==> src/rtl/uart_lite_pkg.sv <==
// Shared definitions for the uart_lite peripheral: register map,
// STATUS bit positions, FSM encodings and the divisor floor.
package uart_lite_pkg;

  localparam logic [7:0] ADDR_TXDATA = 8'h00;
  localparam logic [7:0] ADDR_RXDATA = 8'h04;
  localparam logic [7:0] ADDR_STATUS = 8'h08;
  localparam logic [7:0] ADDR_BAUD   = 8'h0C;
  localparam logic [7:0] ADDR_CTRL   = 8'h10;

  localparam int ST_RX_VALID  = 0;
  localparam int ST_TX_FULL   = 1;
  localparam int ST_TX_BUSY   = 2;
  localparam int ST_RX_OVR    = 3;
  localparam int ST_FRAME_ERR = 4;

  localparam logic [15:0] MIN_DIV = 16'd3;

  typedef enum logic [1:0] {
    TX_IDLE,
    TX_START,
    TX_DATA,
    TX_STOP
  } tx_state_e;

  typedef enum logic [1:0] {
    RX_IDLE,
    RX_START,
    RX_DATA,
    RX_STOP
  } rx_state_e;

  function automatic logic [15:0] eff_div(
    input logic [15:0] d
  );
    return (d < MIN_DIV) ? MIN_DIV : d;
  endfunction

endpackage

==> src/rtl/uart_lite_rx.sv <==
// uart_lite receiver: rx synchroniser, 8N1 deserialiser FSM and
// its bit counter. Emits one-cycle push / frame_err pulses.
module uart_lite_rx
  import uart_lite_pkg::*;
(
  input  logic        clk,
  input  logic        rst_n,
  input  logic        i_rx,
  input  logic [15:0] i_div,
  output logic [7:0]  o_byte,
  output logic        o_push,
  output logic        o_frame_err
);

  logic        r_sync1;
  logic        r_sync2;
  logic        r_prev;
  rx_state_e   r_state;
  rx_state_e   w_state_nx;
  logic [15:0] r_cnt;
  logic [15:0] w_cnt_nx;
  logic [2:0]  r_bit;
  logic [2:0]  w_bit_nx;
  logic [7:0]  r_shift;
  logic [7:0]  w_shift_nx;
  logic        w_tick;

  assign w_tick = (r_cnt == 16'd0);
  assign o_byte = r_shift;

  always_ff @(posedge clk or negedge rst_n) begin
    if (!rst_n) begin
      r_sync1 <= 1'b1;
      r_sync2 <= 1'b1;
      r_prev  <= 1'b1;
    end else begin
      r_sync1 <= i_rx;
      r_sync2 <= r_sync1;
      r_prev  <= r_sync2;
    end
  end

  always_ff @(posedge clk or negedge rst_n) begin
    if (!rst_n) begin
      r_state <= RX_IDLE;
      r_cnt   <= '0;
      r_bit   <= '0;
      r_shift <= '0;
    end else begin
      r_state <= w_state_nx;
      r_cnt   <= w_cnt_nx;
      r_bit   <= w_bit_nx;
      r_shift <= w_shift_nx;
    end
  end

  // Counter runs half a bit in START so later samples land mid-bit
  always_comb begin
    w_state_nx  = r_state;
    w_cnt_nx    = r_cnt;
    w_bit_nx    = r_bit;
    w_shift_nx  = r_shift;
    o_push      = 1'b0;
    o_frame_err = 1'b0;
    unique case (r_state)
      RX_IDLE: begin
        if (r_prev && !r_sync2) begin
          w_state_nx = RX_START;
          w_cnt_nx   = {1'b0, i_div[15:1]};
        end
      end
      RX_START: begin
        if (!w_tick) begin
          w_cnt_nx = r_cnt - 16'd1;
        end else if (!r_sync2) begin
          w_state_nx = RX_DATA;
          w_cnt_nx   = i_div;
          w_bit_nx   = '0;
        end else begin
          w_state_nx = RX_IDLE;
        end
      end
      RX_DATA: begin
        if (!w_tick) begin
          w_cnt_nx = r_cnt - 16'd1;
        end else begin
          w_shift_nx = {r_sync2, r_shift[7:1]};
          w_cnt_nx   = i_div;
          w_bit_nx   = r_bit + 3'd1;
          if (r_bit == 3'd7) w_state_nx = RX_STOP;
        end
      end
      RX_STOP: begin
        if (!w_tick) begin
          w_cnt_nx = r_cnt - 16'd1;
        end else begin
          o_push      = r_sync2;
          o_frame_err = !r_sync2;
          w_state_nx  = RX_IDLE;
        end
      end
      default: w_state_nx = RX_IDLE;
    endcase
  end

endmodule

==> src/rtl/uart_lite_periph.sv <==
// Memory-mapped 8N1 UART slave: register file, TX FSM, RX storage.
// UART_LITE_RX_FIFO_EN selects a 4-deep RX FIFO over a single register.
module uart_lite_periph
  import uart_lite_pkg::*;
#(
  parameter int DATA_WIDTH  = 32,
  parameter int DEFAULT_DIV = 433
) (
  input  logic                  clk,
  input  logic                  rst_n,
  input  logic                  cs_i,
  input  logic                  we_i,
  input  logic [7:0]            addr_i,
  input  logic [DATA_WIDTH-1:0] wdata_i,
  output logic [DATA_WIDTH-1:0] rdata_o,
  output logic                  ready_o,
  output logic                  tx_o,
  input  logic                  rx_i,
  output logic                  irq_o
);

  logic [15:0] r_baud;
  logic [1:0]  r_ctrl;
  logic [7:0]  r_thr;
  logic        r_tx_full;
  logic        r_tx_o;
  tx_state_e   r_tx_state;
  tx_state_e   w_tx_state_nx;
  logic [15:0] r_tx_cnt;
  logic [15:0] w_tx_cnt_nx;
  logic [7:0]  r_tx_shift;
  logic [7:0]  w_tx_shift_nx;
  logic [2:0]  r_tx_bit;
  logic [2:0]  w_tx_bit_nx;
  logic        w_tx_load;
  logic        w_tx_o_nx;
  logic        w_tx_busy;
  logic        r_rx_ovr;
  logic        r_frame_err;
  logic        r_irq;

  logic        w_rd;
  logic        w_wr;
  logic        w_wr_thr;
  logic        w_wr_st;
  logic        w_rd_rx;
  logic [15:0] w_div;
  logic [7:0]  w_rx_byte_in;
  logic        w_rx_push;
  logic        w_rx_ferr;
  logic        w_rx_valid;
  logic        w_rx_pop;
  logic        w_rx_accept;
  logic        w_rx_drop;
  logic [7:0]  w_rx_data;
  logic [2:0]  w_rx_lvl;
  logic [7:0]  w_status;
  logic [DATA_WIDTH-1:0] w_rdata;
  logic        w_unused;

  assign w_rd     = cs_i & !we_i;
  assign w_wr     = cs_i & we_i;
  assign w_wr_thr = w_wr & (addr_i == ADDR_TXDATA);
  assign w_wr_st  = w_wr & (addr_i == ADDR_STATUS);
  assign w_rd_rx  = w_rd & (addr_i == ADDR_RXDATA);
  assign w_div    = eff_div(r_baud);
  assign w_unused = ^wdata_i[DATA_WIDTH-1:16];

  always_ff @(posedge clk or negedge rst_n) begin
    if (!rst_n) begin
      r_baud <= 16'(DEFAULT_DIV);
      r_ctrl <= '0;
    end else if (w_wr) begin
      if (addr_i == ADDR_BAUD) r_baud <= wdata_i[15:0];
      if (addr_i == ADDR_CTRL) r_ctrl <= wdata_i[1:0];
    end
  end

  always_ff @(posedge clk or negedge rst_n) begin
    if (!rst_n) begin
      r_thr     <= '0;
      r_tx_full <= 1'b0;
    end else if (w_tx_load) begin
      r_tx_full <= 1'b0;
    end else if (w_wr_thr && !r_tx_full) begin
      r_thr     <= wdata_i[7:0];
      r_tx_full <= 1'b1;
    end
  end

  always_ff @(posedge clk or negedge rst_n) begin
    if (!rst_n) begin
      r_tx_state <= TX_IDLE;
      r_tx_cnt   <= '0;
      r_tx_shift <= '0;
      r_tx_bit   <= '0;
      r_tx_o     <= 1'b1;
    end else begin
      r_tx_state <= w_tx_state_nx;
      r_tx_cnt   <= w_tx_cnt_nx;
      r_tx_shift <= w_tx_shift_nx;
      r_tx_bit   <= w_tx_bit_nx;
      r_tx_o     <= w_tx_o_nx;
    end
  end

  // tx_o is registered from next-state so the pin never glitches
  always_comb begin
    w_tx_state_nx = r_tx_state;
    w_tx_cnt_nx   = r_tx_cnt;
    w_tx_shift_nx = r_tx_shift;
    w_tx_bit_nx   = r_tx_bit;
    w_tx_load     = 1'b0;
    unique case (r_tx_state)
      TX_IDLE: begin
        w_tx_load = r_tx_full;
      end
      TX_START: begin
        if (r_tx_cnt != 16'd0) begin
          w_tx_cnt_nx = r_tx_cnt - 16'd1;
        end else begin
          w_tx_state_nx = TX_DATA;
          w_tx_cnt_nx   = w_div;
          w_tx_bit_nx   = '0;
        end
      end
      TX_DATA: begin
        if (r_tx_cnt != 16'd0) begin
          w_tx_cnt_nx = r_tx_cnt - 16'd1;
        end else begin
          w_tx_shift_nx = {1'b0, r_tx_shift[7:1]};
          w_tx_cnt_nx   = w_div;
          w_tx_bit_nx   = r_tx_bit + 3'd1;
          if (r_tx_bit == 3'd7) w_tx_state_nx = TX_STOP;
        end
      end
      TX_STOP: begin
        if (r_tx_cnt != 16'd0) begin
          w_tx_cnt_nx = r_tx_cnt - 16'd1;
        end else if (r_tx_full) begin
          w_tx_load = 1'b1;
        end else begin
          w_tx_state_nx = TX_IDLE;
        end
      end
      default: w_tx_state_nx = TX_IDLE;
    endcase
    if (w_tx_load) begin
      w_tx_state_nx = TX_START;
      w_tx_cnt_nx   = w_div;
      w_tx_shift_nx = r_thr;
    end
    unique case (w_tx_state_nx)
      TX_START: w_tx_o_nx = 1'b0;
      TX_DATA:  w_tx_o_nx = w_tx_shift_nx[0];
      default:  w_tx_o_nx = 1'b1;
    endcase
  end

  assign w_tx_busy = (r_tx_state != TX_IDLE);
  assign tx_o      = r_tx_o;

  uart_lite_rx u_rx (
    .clk         (clk),
    .rst_n       (rst_n),
    .i_rx        (rx_i),
    .i_div       (w_div),
    .o_byte      (w_rx_byte_in),
    .o_push      (w_rx_push),
    .o_frame_err (w_rx_ferr)
  );

`ifdef UART_LITE_RX_FIFO_EN
  logic [7:0] r_fifo [4];
  logic [1:0] r_wp;
  logic [1:0] r_rp;
  logic [2:0] r_cnt;

  assign w_rx_valid  = (r_cnt != 3'd0);
  assign w_rx_pop    = w_rd_rx & w_rx_valid;
  assign w_rx_accept = w_rx_push & ((r_cnt != 3'd4) | w_rx_pop);
  assign w_rx_drop   = w_rx_push & !w_rx_accept;
  assign w_rx_data   = r_fifo[r_rp];
  assign w_rx_lvl    = r_cnt;

  always_ff @(posedge clk or negedge rst_n) begin
    if (!rst_n) begin
      for (int i = 0; i < 4; i++) r_fifo[i] <= '0;
      r_wp  <= '0;
      r_rp  <= '0;
      r_cnt <= '0;
    end else begin
      if (w_rx_accept) begin
        r_fifo[r_wp] <= w_rx_byte_in;
        r_wp         <= r_wp + 2'd1;
      end
      if (w_rx_pop) r_rp <= r_rp + 2'd1;
      r_cnt <= r_cnt + {2'b0, w_rx_accept} - {2'b0, w_rx_pop};
    end
  end
`else
  logic [7:0] r_rx_data;
  logic       r_rx_valid;

  assign w_rx_valid  = r_rx_valid;
  assign w_rx_pop    = w_rd_rx & r_rx_valid;
  assign w_rx_accept = w_rx_push & (!r_rx_valid | w_rx_pop);
  assign w_rx_drop   = w_rx_push & !w_rx_accept;
  assign w_rx_data   = r_rx_data;
  assign w_rx_lvl    = 3'd0;

  always_ff @(posedge clk or negedge rst_n) begin
    if (!rst_n) begin
      r_rx_data  <= '0;
      r_rx_valid <= 1'b0;
    end else if (w_rx_accept) begin
      r_rx_data  <= w_rx_byte_in;
      r_rx_valid <= 1'b1;
    end else if (w_rx_pop) begin
      r_rx_valid <= 1'b0;
    end
  end
`endif

  // Sticky error flags: a new event wins over a same-cycle W1C
  always_ff @(posedge clk or negedge rst_n) begin
    if (!rst_n) begin
      r_rx_ovr    <= 1'b0;
      r_frame_err <= 1'b0;
      r_irq       <= 1'b0;
    end else begin
      if (w_rx_drop) r_rx_ovr <= 1'b1;
      else if (w_wr_st && wdata_i[ST_RX_OVR]) r_rx_ovr <= 1'b0;
      if (w_rx_ferr) r_frame_err <= 1'b1;
      else if (w_wr_st && wdata_i[ST_FRAME_ERR]) r_frame_err <= 1'b0;
      r_irq <= (w_rx_valid & r_ctrl[0]) | (!r_tx_full & r_ctrl[1]);
    end
  end

  assign w_status = {w_rx_lvl, r_frame_err, r_rx_ovr,
                     w_tx_busy, r_tx_full, w_rx_valid};

  always_comb begin
    w_rdata = '0;
    if (w_rd) begin
      unique case (1'b1)
        (addr_i == ADDR_RXDATA):
          w_rdata = w_rx_valid ? DATA_WIDTH'(w_rx_data) : '0;
        (addr_i == ADDR_STATUS): w_rdata = DATA_WIDTH'(w_status);
        (addr_i == ADDR_BAUD):   w_rdata = DATA_WIDTH'(r_baud);
        (addr_i == ADDR_CTRL):   w_rdata = DATA_WIDTH'(r_ctrl);
        default:                 w_rdata = '0;
      endcase
    end
  end

  assign rdata_o = w_rdata;
  assign ready_o = cs_i;
  assign irq_o   = r_irq;

endmodule
==> config.mk <==
export PLATFORM = sky130hd
export DESIGN_NAME = uart_lite_periph
export DESIGN_NICKNAME = d
export VERILOG_FILES = /design/src/rtl/uart_lite_pkg.sv /design/src/rtl/uart_lite_rx.sv /design/src/rtl/uart_lite_periph.sv
export SDC_FILE = /design/constraint.sdc
export NUM_CORES = 1
export LEC_CHECK = 0
export ABC_CLOCK_PERIOD_IN_PS = 2300
export CORE_MARGIN = 5
export CORE_UTILIZATION = 40
export CTS_CLUSTER_SIZE = 8
export DETAILED_ROUTE_END_ITERATION = 10
export GPL_TIMING_DRIVEN = 0
export PLACE_DENSITY = 0.66
export SYNTH_ARGS = -nofsm -noshare
export SYNTH_HDL_FRONTEND = slang
export SYNTH_SLANG_ARGS = --single-unit
==> constraint.sdc <==
create_clock -name clk -period 2.3 [get_ports clk]
set_input_delay 0.46 -clock clk [delete_from_list [all_inputs] [get_ports clk]]
set_output_delay 0.46 -clock clk [all_outputs]
set_load 0.01 [all_outputs]
==> impl_metrics.json, run 1 <==
{
  "wl_per_cell_microns": 20.2,
  "drive_gt1_share_pct": 32.4,
  "synth_area_sq_um": 6430,
  "p_clk_share_pct": 22.8,
  "setup_slack_ns": -0.0212,
  "antenna_cells": 0,
  "hold_violations": 0,
  "switching_share_pct": 41.8,
  "num_rows": 46,
  "p_comb_share_pct": 45.4,
  "ant_nets": 0,
  "dieArea_sq_um": 18700,
  "sequentialPowerShare_pct": 31.8,
  "synthCells": 643,
  "regToRegSetupSlack_ns": 0.04,
  "initial_core_util_pct": 40.6,
  "nets": 807,
  "via_count": 5845,
  "min_path_type": "input port to asynchronous set/reset pin",
  "synth.avg_cell_area_sq_um": 10.0,
  "die_x_microns": 137,
  "die_y_microns": 137,
  "ys_ff_latch": 101,
  "cts_buffers": 9,
  "drc_errors": 0,
  "htreeDepth": 3,
  "cts_tree": "done",
  "gr-total-overflow": 0,
  "area_growth_pct": 25.0,
  "hold_buffers": 0,
  "drtIter0Drc": 653,
  "yosys_most_used_dff": "dfrtp_1",
  "synth_cell_types": 85,
  "p_total_mw": 7.20,
  "status": "complete, but fails checks",
  "p_sw_mw": 3.01,
  "firstDrtPassIters": 5,
  "yosys_warnings": 0,
  "fin_worst_skew_ns": 0.00890,
  "min_period_ns": 2.32,
  "crit_start": "addr_i[6]",
  "cts_buffer_depth": 2,
  "io_pins": 80,
  "via_per_inst": 6.04,
  "violations": "setup timing",
  "setup_viol": 5,
  "r2r-end": "u_rx.r_cnt[6]",
  "arrival_ns": 1.86,
  "dp_slack_ns": -1.17,
  "whs_ns": 0.158,
  "grt_max_degree": 59,
  "endpoint_kind": "primary output",
  "ys_seq_area_share_pct": 39.5,
  "synth-edff-count": 0,
  "p_leak_nw": 3.52,
  "grt_first_pass_wirelength_microns": 30600,
  "worstSkewPairLatency_ns": 0.36,
  "tightest_slew_ns": 0.777,
  "rsz0062_at_grt": "true",
  "rr_worst_depth": 7,
  "grtUsageTotal_pct": 20.8,
  "antenna_found_initial": 0,
  "grt_pass1_vias": 5841,
  "portBuffers": 46,
  "max_freq_mhz": 431,
  "timing.rr.start": "u_rx.r_cnt[0]",
  "slew_violations": 0,
  "path_clk_slew_ns": 0.08,
  "critPathRequiredTime_ns": 1.84,
  "clock_sinks": 101,
  "finalCritPeriodShare_pct": 101,
  "p_per_area_nw_per_um2": 896,
  "hpwl_microns": 13400,
  "cts_root_buf": "clkbuf_16",
  "slew_headroom_pct": 48.2,
  "drt-total-wl_microns": 19600,
  "cp_max_fo": 6,
  "gp_congestion": 0.921,
  "crit_type": "input port to primary output",
  "core_area_sq_um": 15800,
  "ir_worst_vdd_v": 0.000452,
  "p_int_mw": 4.19,
  "cp-start-kind": "input port",
  "synth-async-reset-ratio_pct": 100,
  "drv_cap": 0
}
-- repair_timing --
item,in CTS,in global routing
pin swaps,17,20
setup endpoints to repair,78,69
buffers inserted,14,19
gates cloned,0,3
gates resized for setup,114,52
-- kinds of logic after synthesis --
family	after synthesis	share of synthesized area, %
and+or+nand+nor	214	19.4
AOI/OAI and AO/OA	160	19.8
DFF	101	39.5
buffers and inverters	84	6.68
muxes	66	11.4
adders and majority gates	15	2.92
xor gates and xnor gates	2	0.273
other	1	0.0583
-- stage by stage --
| step | utilization (%) | setup TNS [ns] | cell area, sq um | cells |
|---|---|---|---|---|
| global route | 50.8 | -1.44 | 8040 | 968 |
| finish | 50.8 | -0.0798 | 8040 | 968 |
| CTS | 49.1 | -0.00157 | 7780 | 947 |
| detailed placement | 45.7 | -34.02 | 7240 | 921 |
| global placement | 45.6 | -325.48 | 7220 | 920 |
| floorplan | - | 0 | 6480 | 658 |
-- synthesized netlist by cell type (9+ instances only) --
master / number / area (sq um)
nor2_1: 39 / 146
nor3_1: 10 / 50.1
clkbuf_1: 20 / 75.1
dfrtp_1: 92 / 2300
buf_2: 10 / 50.1
a41oi_1: 12 / 105
mux2_2: 51 / 574
a21oi_1: 16 / 80.1
o21ai_0: 15 / 75.1
o211ai_1: 13 / 97.6
dfstp_2: 9 / 236
inv_1: 27 / 101
nand2b_1: 10 / 62.6
ha_1: 15 / 188
nor4_1: 14 / 87.6
nand2_1: 48 / 180
buf_4: 23 / 173
nand4_1: 33 / 206
-- final cells by class --
type | count | area (sq um)
inverters | 28 | 113
multi-input cells | 475 | 3790
flip-flops and latches | 101 | 2540
repair buffers | 81 | 679
plain buffers | 51 | 334
well taps | 216 | 270
clock inverters | 7 | 86.3
clock buffers | 9 | 225
fillers | 1434 | 7790
-- how the worst max path moves through the flow --
| stage | end | slack, ns | cells after the start |
|---|---|---|---|
| 6_report | rdata_o[3] | -0.02 | 9 |
| 3_5_place_dp | rdata_o[1] | -1.17 | 8 |
| 3_3_place_gp | u_rx.r_cnt[6] | -3.05 | 1 |
| 5_1_grt | rdata_o[0] | -0.20 | 9 |
| 4_1_cts | rdata_o[7] | -0.002 | 9 |
| 2_1_floorplan | rdata_o[0] | 0.04 | 6 |
-- power groups by stage --
stage               clock, mW  combinational (mW)  sequential [mW]
finish                   1.64                3.27             2.29
global route             1.74                3.50             2.32
CTS                      1.67                2.87             2.26
detailed placement          0                2.78             2.29
global placement            0                2.70             2.28
floorplan                   0                2.04             2.22
-- critical path: stages --
cell       delay, ns
buf_6           0.09
nor4_4          0.28
nand4bb_1       0.17
buf_6           0.17
nor3b_4         0.19
buf_6           0.16
a22oi_2         0.08
nor2_1          0.11
buf_2           0.14
-- state kept, by name, indices dropped and copies added (netlist names), named ones only --
name / cells
u_rx.r_sync1: 1
u_rx.r_sync2: 1
r_rx_data: 8
r_baud: 16
r_tx_cnt: 16
r_tx_shift: 8
tx_o: 1
r_rx_valid: 1
irq_o: 1
u_rx.r_bit: 3
r_thr: 8
u_rx.o_byte: 8
r_frame_err: 1
u_rx.r_cnt: 16
r_ctrl: 2
r_tx_state: 2
r_tx_bit: 3
u_rx.r_state: 1
u_rx.r_prev: 1
r_tx_full: 1
r_rx_ovr: 1
-- layer usage --
metal / share of wire, % / vias up / wire (microns) / global-route usage, %
li1: - / 2650 / - / -
met5: 0 / - / 0 / 0
met1: 44 / 2887 / 8670 / 27.9
met3: 6.8 / 39 / 1340 / 4.89
met2: 47 / 269 / 9170 / 32.9
met4: 2.1 / 0 / 410 / 7.32
-- placed cells by master, fill, tap and decap left out, types with 9 or more instances in the layout --
master	count
dfrtp_1	92
buf_4	54
mux2_2	51
nand2_1	48
nor2_1	36
nand4_1	33
inv_1	25
buf_2	24
clkdlybuf4s50_1	21
conb_1	16
a21oi_1	14
o21ai_0	14
o211ai_1	13
ha_1	12
a41oi_1	11
nor4_4	9
buf_6	9
clkbuf_16	9
dfstp_2	9
No activity file was read; power rests on OpenSTA's default activity.
==> run 2: changes to the inputs <==
Settings changed: CORE_UTILIZATION 40 to 45, GPL_TIMING_DRIVEN 0 to default, PLACE_DENSITY 0.66 to 0.72.
==> run 2 against run 1 <==
  * The run still ends with setup timing left
  * Combinational power decreased by 6.7%
  * Routed wire length decreased by 4.5%
  * Maximum frequency decreased by 1.9%
  * Non-clock buffer count decreased by 4
  * Cell count decreased by 4.3%
  * Final area decreased by 1.8%
  * Largest power group unchanged
  * Global-route usage increased by 1.6 points
  * Hold slack got worse by 0.078 ns
  * Setup slack got worse by 0.045 ns
  * Critical path depth decreased by 4
  * Sequential power about the same
  * Die area decreased by 10%
  * Critical endpoint is now rdata_o[1]
==> impl_metrics.json, run 2 (same netlist as run 1, synthesis figures left out) <==
{
  "drc_errors": 0,
  "grt_pass1_vias": 5686,
  "drive_gt1_share_pct": 29.9,
  "via_per_inst": 6.24,
  "htreeDepth": 3,
  "grt_use_met1_pct": 30.5,
  "die_y_microns": 130,
  "num_rows": 43,
  "crit_type": "input port to primary output",
  "dp_slack_ns": -0.859,
  "cp_max_fo": 6,
  "gp_congestion": 0.912,
  "n_fill_cell": 1214,
  "p_per_area_nw_per_um2": 874,
  "firstDrtPassIters": 5,
  "p_leak_nw": 3.48,
  "nets": 801,
  "gr-usage-met3_pct": 3.34,
  "cts_root_buf": "clkbuf_16",
  "drtIter0Drc": 607,
  "hold_violations": 0,
  "endpoint_kind": "primary output",
  "arrival_ns": 1.91,
  "fin_worst_skew_ns": 0.00671,
  "max_freq_mhz": 423,
  "io_pins": 80,
  "antenna_found_initial": 0,
  "slew_headroom_pct": 64.8,
  "area_growth_pct": 22.8,
  "drv_cap": 0,
  "crit_chain": "dlygate4sd2_1 -> mux2_2 -> a222oi_1 -> nor2_1 -> buf_2",
  "grtUsageTotal_pct": 22.4,
  "worstSkewPairLatency_ns": 0.36,
  "drt-total-wl_microns": 18700,
  "whs_ns": 0.0791,
  "grt_max_degree": 39,
  "min_path_type": "input port to asynchronous set/reset pin",
  "cp-start-kind": "input port",
  "tightest_slew_ns": 0.529,
  "core_area_sq_um": 13900,
  "slew_violations": 0,
  "gr-total-overflow": 0,
  "ant_nets": 0,
  "setup_slack_ns": -0.0661,
  "ir_worst_vdd_v": 0.000454,
  "dieArea_sq_um": 16800,
  "grt_use_met2_pct": 35.7,
  "crit_slowest_cell": "mux2_2",
  "grt_first_pass_wirelength_microns": 29700,
  "portBuffers": 47,
  "critPathRequiredTime_ns": 1.84,
  "min_period_ns": 2.37,
  "setup_viol": 2,
  "cts_buffer_depth": 2,
  "top_regs": "r_baud x16, r_tx_cnt x16, u_rx.r_cnt x16",
  "die_x_microns": 130,
  "critPathMaxStageDelay_ns": 0.41,
  "hold_buffers": 0,
  "path_clk_slew_ns": 0.08,
  "antenna_cells": 0,
  "cts_tree": "done",
  "initial_core_util_pct": 46.1,
  "rsz0062_at_grt": "true",
  "status": "complete, but fails checks",
  "via_count": 5774,
  "cts_buffers": 9,
  "clock_sinks": 101,
  "wl_per_cell_microns": 20.2,
  "finalCritPeriodShare_pct": 103,
  "layout_common_cells": "dfrtp_1 (92), buf_4 (79), mux2_2 (51), nand2_1 (48), nor2_1 (37)",
  "hpwl_microns": 13200,
  "busiest_layer": "met2",
  "violations": "setup timing",
  "layout_commonest_cell": "dfrtp_1"
}
run 2: cell count changes in the layout (fill, tap and decap cells not counted), moves of 3 or more:
cell        previous run  this run
a22oi_1                0         5
clkinvlp_4             3         0
clkbuf_2               8         2
buf_4                 54        79
buf_2                 24        11
ha_1                  12        15
a22oi_2                6         1
buf_6                  9         3
nor4_4                 9         6
clkbuf_1               8         0
ha_2                   3         0
run 2: worst max-delay path: cells and delay by family:
family                 cells  cell delay, ns
and+or+nand+nor            1            0.09
muxes                      1            0.41
AOI/OAI and AO/OA          1            0.39
buffers and inverters      2            0.56
run 2: layout make-up:
class	count	area [sq um]	share of cell area [%]
repair buffers	128	1040	13.2
well taps	180	225	2.85
inverters	28	105	1.33
flip-flops and latches	101	2540	32.2
clock inverters	6	62.6	0.793
multi-input cells	473	3680	46.6
clock buffers	10	239	3.03
run 2: power breakdown:
part / switching, mW / internal (mW)
logic: 1.79 / 1.26
clock network: 0.765 / 0.796
registers: 0.281 / 2.00
total: 2.84 / 4.06
run 2: worst paths after layout:
path | from | to | slack [ns] | depth (start not counted)
max reg2reg | r_tx_cnt[5] | r_tx_shift[4] | 0.09 | 6
max | addr_i[2] | rdata_o[1] | -0.07 | 5
min | rst_n | r_tx_bit[1] | 0.08 | 1
min in group clk | u_rx.r_sync1 | u_rx.r_sync2 | 0.36 | 0
min reg2reg | u_rx.r_sync1 | u_rx.r_sync2 | 0.36 | 0
max in group asynchronous | rst_n | r_baud[8] | 1.50 | 2
run 2: layer usage:
| layer | routed length, microns | vias up |
|---|---|---|
| met3 | 1580 | 40 |
| met2 | 8590 | 317 |
| met4 | 594 | 0 |
| met1 | 7920 | 2777 |
| li1 | - | 2640 |
| met5 | 0 | - |
run 2: per-stage QoR:
stage	power (mW)	instances	utilization, %	cell area, sq um	TNS, ns
6_report	6.90	926	56.6	7890	-0.0845
2_1_floorplan	4.26	658	-	6480	0
4_1_cts	6.76	924	56.1	7810	0
3_3_place_gp	5.05	907	53.6	7460	-19.52
5_1_grt	7.27	926	56.6	7890	-0.912
3_5_place_dp	5.17	907	53.6	7460	-20.59
run 2: what timing repair did:
| item | in CTS | in global routing |
|---|---|---|
| pin swaps | 13 | 11 |
| setup buffers | 1 | 2 |
| resized for setup | 88 | 18 |
| endpoints found under the hold margin | 0 | 0 |
| endpoints found under the setup margin | 25 | 59 |
==> run 3: changes to the inputs <==
Settings changed: MAX_ROUTING_LAYER from default to met4, PLACE_DENSITY 0.72 to default, PLACE_DENSITY_LB_ADDON from default to 0.1.
==> run 3 against run 2 <==
  * The flow now finishes without violations
  * Clock skew grew 0.0013 ns
  * Critical endpoint unchanged
  * Maximum frequency grew 4.5%
  * Sequential power is essentially flat
  * First-iteration DRC count shrank 39%
  * Total power grew 0.36%
  * Non-clock buffer count grew 8
  * Critical path type unchanged
==> impl_metrics.json, run 3 (same netlist as run 1, synthesis figures left out) <==
{
  "status": "completed",
  "dp_cells": 916,
  "die_x_microns": 130,
  "grt_first_pass_wirelength_microns": 29100,
  "rsz0062_at_grt": "true",
  "nets": 809,
  "fin_setup_tns_ns": 0,
  "worstSkewPairLatency_ns": 0.35,
  "area_growth_pct": 23.4,
  "firstDrtPassIters": 5,
  "cts_tree": "done",
  "drive_gt1_share_pct": 29.6,
  "ant_nets": 0,
  "via_count": 5713,
  "ir_worst_vdd_v": 0.000539,
  "finalCritPeriodShare_pct": 98.5,
  "fin_worst_skew_ns": 0.00801,
  "top_regs": "r_baud x16, r_tx_cnt x16, u_rx.r_cnt x16",
  "grtUsageTotal_pct": 22.2,
  "hold_buffers": 0,
  "setup_viol": 0,
  "wl_per_cell_microns": 19.0,
  "hpwl_microns": 12900,
  "drt-total-wl_microns": 17700,
  "slew_headroom_pct": 64.6,
  "dieArea_sq_um": 16800,
  "io_pins": 80,
  "grt_max_degree": 41,
  "layout_common_cells": "dfrtp_1 (92), buf_4 (83), mux2_2 (51), nand2_1 (48), nor2_1 (39)",
  "antenna_found_initial": 0,
  "cts_buffer_depth": 2,
  "max_freq_mhz": 442,
  "endpoint_kind": "primary output",
  "slew_violations": 0,
  "p_leak_nw": 3.53,
  "cts_root_buf": "clkbuf_16",
  "drtIter0Drc": 373,
  "cp-start-kind": "input port",
  "final_util_pct": 56.9,
  "final_cells": 934,
  "clock_sinks": 101,
  "path_clk_slew_ns": 0.07,
  "gp_congestion": 0.918,
  "arrival_ns": 1.80,
  "antenna_cells": 0,
  "drv_cap": 0,
  "critPathRequiredTime_ns": 1.84,
  "htreeDepth": 3,
  "via_per_inst": 6.12,
  "initial_core_util_pct": 46.1,
  "hold_violations": 0,
  "core_area_sq_um": 13900,
  "setup_slack_ns": 0.0350,
  "cts_buffers": 9,
  "gr-total-overflow": 0,
  "tightest_slew_ns": 0.528,
  "die_y_microns": 130,
  "min_path_type": "input port to asynchronous set/reset pin",
  "crit_type": "input port to primary output",
  "drc_errors": 0,
  "grt_pass1_vias": 5776,
  "portBuffers": 47,
  "num_rows": 43,
  "dp_slack_ns": -0.855,
  "layout_commonest_cell": "dfrtp_1",
  "cp_max_fo": 5,
  "p_per_area_nw_per_um2": 872,
  "min_period_ns": 2.26
}
run 3: through the flow:
stage	area, sq um	total power [mW]	hold WS, ns
2_1_floorplan	6480	4.26	0.164
3_3_place_gp	7560	5.17	0.346
3_5_place_dp	7560	5.24	0.353
4_1_cts	7880	6.84	0.0927
5_1_grt	7940	7.33	0.122
6_report	7940	6.92	0.0770
run 3: path summary, 6_finish.rpt:
path / start / to / slack (ns) / depth (start not counted)
worst max register to register: r_tx_cnt[2] / r_tx_cnt[15] / 0.12 / 5
worst min-delay path: rst_n / r_tx_cnt[14] / 0.08 / 1
min in group clk: u_rx.r_sync1 / u_rx.r_sync2 / 0.36 / 0
max in group asynchronous: rst_n / u_rx.r_sync2 / 1.56 / 2
worst min register to register: u_rx.r_sync1 / u_rx.r_sync2 / 0.36 / 0
worst max-delay path: addr_i[0] / rdata_o[1] / 0.04 / 9
run 3: final cells by class:
type | count | area, sq um
well taps | 180 | 225
inverters | 28 | 105
repair buffers | 136 | 1130
fillers | 1214 | 6000
clock buffers | 11 | 233
clock inverters | 5 | 67.6
flip-flops and latches | 101 | 2540
multi-input cells | 473 | 3640
run 3: critical path: stages:
cell             delay [ns]
clkdlybuf4s15_1        0.21
nor4_4                 0.04
buf_4                  0.14
buf_6                  0.11
nor4b_4                0.12
buf_4                  0.16
a222oi_1               0.33
nor2_1                 0.08
buf_2                  0.15
run 3: repair_timing:
item,4_1_cts,5_1_grt
pin swaps,7,13
setup buffers,1,1
resized for setup,89,18
setup endpoints to repair,24,39
run 3: layer usage:
| metal | routed length (microns) | track usage (%) | part of all wire [%] |
|---|---|---|---|
| met1 | 8270 | 30.2 | 47 |
| met2 | 7990 | 33.8 | 45 |
| met3 | 1060 | 3.05 | 6.0 |
| met4 | 404 | 8.31 | 2.3 |
| met5 | 0 | - | 0 |
run 3: power by group:
group | internal, mW | switching [mW]
Combinational | 1.31 | 1.74
Clock | 0.862 | 0.722
Sequential | 2.00 | 0.290
Total | 4.17 | 2.75
